$ cat src/rtl/router_pkt_tx.sv
// router_pkt_tx: byte-serial packet source for a router input port.
// Takes a command (addr, len, err-inject) and buffers the payload in an
// internal FIFO. Once len bytes are buffered it sends header, payload and
// parity with pkt_valid framing. A byte is taken by the router on any edge
// where busy is low; while busy is high the current byte is held.
//
// Ports:
//   clock, reset                     clock and synchronous active-high reset
//   cmd_valid/cmd_ready              command handshake (ready only in IDLE)
//   cmd_addr, cmd_len, cmd_err_inject command fields
//   pl_valid/pl_ready/pl_data        payload byte write port into the FIFO
//   busy                             router back-pressure
//   pkt_valid, data_out              byte stream toward the router
//   pkt_done                         1-cycle pulse after parity is accepted
//   cmd_err                          1-cycle pulse after an illegal command
//   fifo_count                       bytes currently buffered
module router_pkt_tx #(
    parameter int unsigned GAP_CYCLES = 2,
    parameter int unsigned FIFO_DEPTH = 64
) (
    input  logic       clock,
    input  logic       reset,
    input  logic       cmd_valid,
    output logic       cmd_ready,
    input  logic [1:0] cmd_addr,
    input  logic [5:0] cmd_len,
    input  logic       cmd_err_inject,
    input  logic       pl_valid,
    output logic       pl_ready,
    input  logic [7:0] pl_data,
    input  logic       busy,
    output logic       pkt_valid,
    output logic [7:0] data_out,
    output logic       pkt_done,
    output logic       cmd_err,
    output logic [6:0] fifo_count
);

    localparam int unsigned PTR_W    = (FIFO_DEPTH > 1) ? $clog2(FIFO_DEPTH) : 1;
    localparam int unsigned CNT_W    = 7;
    localparam int unsigned GAP_W    = (GAP_CYCLES > 1) ? $clog2(GAP_CYCLES) : 1;
    localparam int unsigned GAP_LAST = (GAP_CYCLES > 0) ? GAP_CYCLES - 1 : 0;

    typedef enum logic [2:0] {
        IDLE,
        WAIT,
        HEADER,
        PAYLOAD,
        PARITY,
        GAP
    } state_t;

    state_t           state;
    logic [7:0]       mem [FIFO_DEPTH];
    logic [PTR_W-1:0] wr_ptr;
    logic [PTR_W-1:0] rd_ptr;
    logic [PTR_W-1:0] rd_ptr_nxt;
    logic [1:0]       addr_r;
    logic [5:0]       len_r;
    logic             inject_r;
    logic [5:0]       remain;
    logic [7:0]       parity_acc;
    logic [GAP_W-1:0] gap_cnt;
    logic             wr_en;
    logic             rd_en;
    logic [CNT_W-1:0] count_nxt;

    // Pointer increment with wrap at FIFO_DEPTH (depth need not be a power of two)
    function automatic logic [PTR_W-1:0] ptr_inc(input logic [PTR_W-1:0] p);
        return (p == PTR_W'(FIFO_DEPTH - 1)) ? '0 : p + PTR_W'(1);
    endfunction

    // FIFO handshake and next occupancy
    always_comb begin
        wr_en      = pl_valid && pl_ready;
        rd_en      = (state == PAYLOAD) && !busy;
        rd_ptr_nxt = ptr_inc(rd_ptr);
        count_nxt  = fifo_count;
        if (wr_en && !rd_en) begin
            count_nxt = fifo_count + CNT_W'(1);
        end else if (!wr_en && rd_en) begin
            count_nxt = fifo_count - CNT_W'(1);
        end
    end

    // Payload storage; flushing is done by resetting the pointers
    always_ff @(posedge clock) begin
        if (wr_en && !reset) begin
            mem[wr_ptr] <= pl_data;
        end
    end

    // Packet FSM with registered outputs and FIFO pointers
    always_ff @(posedge clock) begin
        if (reset) begin
            state      <= IDLE;
            cmd_ready  <= 1'b1;
            pl_ready   <= 1'b1;
            pkt_valid  <= 1'b0;
            data_out   <= 8'h00;
            pkt_done   <= 1'b0;
            cmd_err    <= 1'b0;
            fifo_count <= '0;
            wr_ptr     <= '0;
            rd_ptr     <= '0;
            addr_r     <= '0;
            len_r      <= '0;
            inject_r   <= 1'b0;
            remain     <= '0;
            parity_acc <= 8'h00;
            gap_cnt    <= '0;
        end else begin
            pkt_done   <= 1'b0;
            cmd_err    <= 1'b0;
            fifo_count <= count_nxt;
            pl_ready   <= (count_nxt < CNT_W'(FIFO_DEPTH));
            if (wr_en) begin
                wr_ptr <= ptr_inc(wr_ptr);
            end
            if (rd_en) begin
                rd_ptr <= rd_ptr_nxt;
            end

            case (state)
                IDLE: begin
                    if (cmd_valid) begin
                        if (cmd_len == 6'd0 || cmd_addr == 2'd3) begin
                            cmd_err <= 1'b1;
                        end else begin
                            addr_r    <= cmd_addr;
                            len_r     <= cmd_len;
                            inject_r  <= cmd_err_inject;
                            cmd_ready <= 1'b0;
                            state     <= WAIT;
                        end
                    end
                end
                WAIT: begin
                    // Start only once the whole payload is buffered
                    if (fifo_count >= CNT_W'(len_r)) begin
                        state      <= HEADER;
                        pkt_valid  <= 1'b1;
                        data_out   <= {len_r, addr_r};
                        parity_acc <= {len_r, addr_r};
                        remain     <= len_r;
                    end
                end
                HEADER: begin
                    if (!busy) begin
                        state    <= PAYLOAD;
                        data_out <= mem[rd_ptr];
                    end
                end
                PAYLOAD: begin
                    if (!busy) begin
                        parity_acc <= parity_acc ^ data_out;
                        remain     <= remain - 6'd1;
                        if (remain == 6'd1) begin
                            state     <= PARITY;
                            pkt_valid <= 1'b0;
                            data_out  <= parity_acc ^ data_out ^ {7'b0, inject_r};
                        end else begin
                            // Look ahead one entry so the next byte is registered
                            data_out <= mem[rd_ptr_nxt];
                        end
                    end
                end
                PARITY: begin
                    if (!busy) begin
                        pkt_done <= 1'b1;
                        data_out <= 8'h00;
                        gap_cnt  <= '0;
                        if (GAP_CYCLES == 0) begin
                            state     <= IDLE;
                            cmd_ready <= 1'b1;
                        end else begin
                            state <= GAP;
                        end
                    end
                end
                GAP: begin
                    if (gap_cnt == GAP_W'(GAP_LAST)) begin
                        state     <= IDLE;
                        cmd_ready <= 1'b1;
                    end else begin
                        gap_cnt <= gap_cnt + GAP_W'(1);
                    end
                end
                default: begin
                    state     <= IDLE;
                    cmd_ready <= 1'b1;
                    pkt_valid <= 1'b0;
                    data_out  <= 8'h00;
                end
            endcase
        end
    end

endmodule

$ cat config.mk
export PLATFORM = sky130hd
export DESIGN_NAME = router_pkt_tx
export DESIGN_NICKNAME = d
export VERILOG_FILES = /design/src/rtl/router_pkt_tx.sv
export SDC_FILE = /design/constraint.sdc
export NUM_CORES = 1
export LEC_CHECK = 0
export CORE_MARGIN = 1
export CORE_UTILIZATION = 36
export DETAILED_ROUTE_END_ITERATION = 12
export PLACE_DENSITY = 0.51
export REMOVE_ABC_BUFFERS = 1
export SLEW_MARGIN = 25
export SYNTH_ARGS = -nofsm -noshare
export SYNTH_HDL_FRONTEND = slang
export SYNTH_SLANG_ARGS = --single-unit
$ cat constraint.sdc
create_clock -name clock -period 4.7 [get_ports clock]
set_input_delay 0.94 -clock clock [delete_from_list [all_inputs] [get_ports clock]]
set_output_delay 0.94 -clock clock [all_outputs]
set_load 0.005 [all_outputs]
==> results.md <==
* Status: completed
* FF-to-FF Start: rd_ptr[1]
* Hold Fails Final Rpt at 0
* Full die area at 79300 sq um
* Die Span X at 282 um
* Max Freq at 249 MHz
* Final Util at 0.419
* Startpoint types: flip-flop
* Total core area at 77500 sq um
* Async SR Flop Fraction at 0
* Detailed-route via count at 20100
* Final weighted congestion in routability-driven placement at 0.916
* Rows at 102
* Clock slew at reported path FFs at 0.06 ns
* Crit path arrival time at 4.49 ns
* Slew Viols, Final at 0
* CTS Hold Bufs at 0
* Max clock buf depth at 3
* RR Endpoint: data_out[7]
* Number of synthesized flops with an enable pin at 512
* Total GRT Usage at 0.259
* Number of global-route vias before repair at 19400
* Setup Crit Path Kind: reg -> reg
* Seq cells post-synth at 577
* Hold path startpoint: pkt_valid
* Worst-Margin Slew at 1.11 ns
* Number of port buffers at 41
* Mapped Cells at 2079
* DR iter-0 viols at 2923
* Initial Util at 0.363
* Worst-path fanout max at 19
* # H-tree levels at 3
* Worst EP required at 5.17 ns
* Static Leakage at 10.7 nW
* Final Skew at 0.0235 ns
* DRT Pass-1 Iters at 7
* CTS Buf Count at 66
* Hold path cells at 2
* Max Cap Viol at 0
* # fillers at 7072
* Initial antenna violation count at 2
* Final setup viols at 0
* Synth area leader: edfxtp_1
* Yosys cell types at 67
* Depth of the most critical reg-to-reg path at 9
* Hold crit path type: reg -> reg
* Largest net degree at the start of global routing at 69
* Layout cells sized above 1 at 0.193
* GR Overflow Total at 0
* Post-Layout Cell Count at 3243
* Die Y at 282 um
* CTS tree: yes
* Slew headroom at 0.256
* Worst vdd ir at 0.201 mV
* Resized cells post-CTS at 0
* WL per Instance at 31.5 um
* First-pass GRT wire length at 146 mm
* Avg Cell Area, Syn at 13.5 sq um
* Post-synth top flop: edfxtp_1
* Vias per std cell at 6.18
* Launch point of the worst path: rd_ptr[1]
* Post-CTS setup buffers at 0
* Final wirelength at 102 mm
* Top cells by area, synth: edfxtp_1, mux4_2, dfxtp_1
* RSZ-0062 raised after global routing: no
* HPWL after DPL at 69.4 mm
* Endpoint, Worst Hold: pkt_valid
* Total Nets Final at 2187
* R2R setup slack at 0.68 ns
* Post-Place Cells at 3123
* Post-Syn Area at 28100 sq um
* Io pins at 42
* Routed Antenna Nets at 0
* Crit path time final at 4.02 ns
* Area delta synth->final at 15.3%
* Top cell type's share of synthesized area at 0.546
* Clk_lat worst skew at 0.62 ns
* Pwr Density at 400 nW/um^2
* Seq/Total Area, Yosys at 0.593
* # DRC at 0
* Synth Warn # at 0
* CTS sink cnt at 577
* Root Buffer: clkbuf_16
* Endpoint type of the worst setup path: flip-flop
* Tcrit/Tclk final at 0.855
==> synth_stat cells (all sizes together), types with 17 or more instances <==
master,n
edfxtp,512
nand2,300
mux4,176
nor2,145
mux2i,112
a21oi,105
nand3,87
buf,76
clkbuf,71
dfxtp,65
o21ai,43
nand4,33
o22ai,27
a32oi,26
a22oi,21
nor3,21
a211oi,17
inv,17
==> cells in the final DEF, fill, tap and decap left out, types with 61 or more instances in the layout <==
master     instances
buf_4            106
clkbuf_16         71
mux4_2           176
a21oi_1          104
nor2_1           140
nand3_1           87
dfxtp_1           61
edfxtp_1         512
mux2i_1          112
nand2_1          300
==> cells by family (layout without fill, tap and decap cells) <==
family / Yosys count / count (layout) / share of synthesized area
AO/OA/AOI/OAI: 340 / 340 / 0.0803
XOR/XNOR: 16 / 16 / 0.00498
adder cells (fa/ha/maj): 14 / 14 / 0.00622
buffers and inverters: 166 / 288 / 0.0265
flip-flops: 577 / 577 / 0.593
multiplexers: 294 / 294 / 0.183
other: 0 / 2 / 0
AND/OR/NAND/NOR: 672 / 672 / 0.106
==> metrics by stage <==
| step | setup TNS, ns | setup WS, ns | instance area [sq um] | hold slack, ns | total power, mW |
|---|---|---|---|---|---|
| after detailed placement | 0 | 0.710 | 30200 | 0.458 | 7.51 |
| after global placement | 0 | 0.631 | 30100 | 0.455 | 7.50 |
| after CTS | 0 | 0.729 | 32500 | 0.465 | 13.0 |
| after global routing | 0 | 0.585 | 32500 | 0.487 | 13.3 |
| final | 0 | 0.680 | 32500 | 0.461 | 13.0 |
| after floorplan | -18.30 | -2.46 | 27500 | 0.439 | 6.86 |
==> flip-flops by register name (all words and copies together), names as in the netlist, 2 cells and up, named ones only <==
signal,count
state,3
wr_ptr,6
addr_r,2
data_out,8
fifo_count,7
remain,6
len_r,6
parity_acc,8
rd_ptr,6
mem,512
==> power breakdown <==
part           internal [mW]  switching, mW
Clock                   3.40           2.15
Sequential              5.64          0.116
Combinational          0.601           1.08
==> layer usage <==
layer  GRT usage  vias to the layer above  wire length, um
li1            -                     8330                -
met1       0.364                    10300            42400
met2       0.392                     1214            45800
met3      0.0539                      206            10100
met4      0.0977                        0             3780
met5           0                        -                0
==> critical path, stage by stage, from the launching register on <==
cell and delay [ns]:
dfxtp_1 0.36, ha_2 0.29, and3_1 0.30, a21oi_4 0.82
mux4_2 0.60, a2111oi_0 0.52, buf_4 0.20, nor3_1 0.04
nor4_1 0.60, o22ai_1 0.15
==> worst max path at each step <==
stage,endpoint,slack (ns)
after global routing,data_out[3],0.59
after detailed placement,mem[40][1],0.71
after global placement,mem[14][7],0.63
after CTS,data_out[3],0.73
after floorplan,data_out[5],-2.46
final,data_out[7],0.68
==> final cells by class <==
class	instances	area, sq um	share of cell area
sequential	577	16700	0.514
multi-input combinational	1336	10800	0.333
clock buffer	89	1870	0.0577
tap	1040	1300	0.0401
timing repair buffer	151	1300	0.0399
clock inverter	29	425	0.0131
inverter	19	71.3	0.00220
antenna	2	5.00	0.000154
Note: power is estimated with default switching activity, not from simulation.
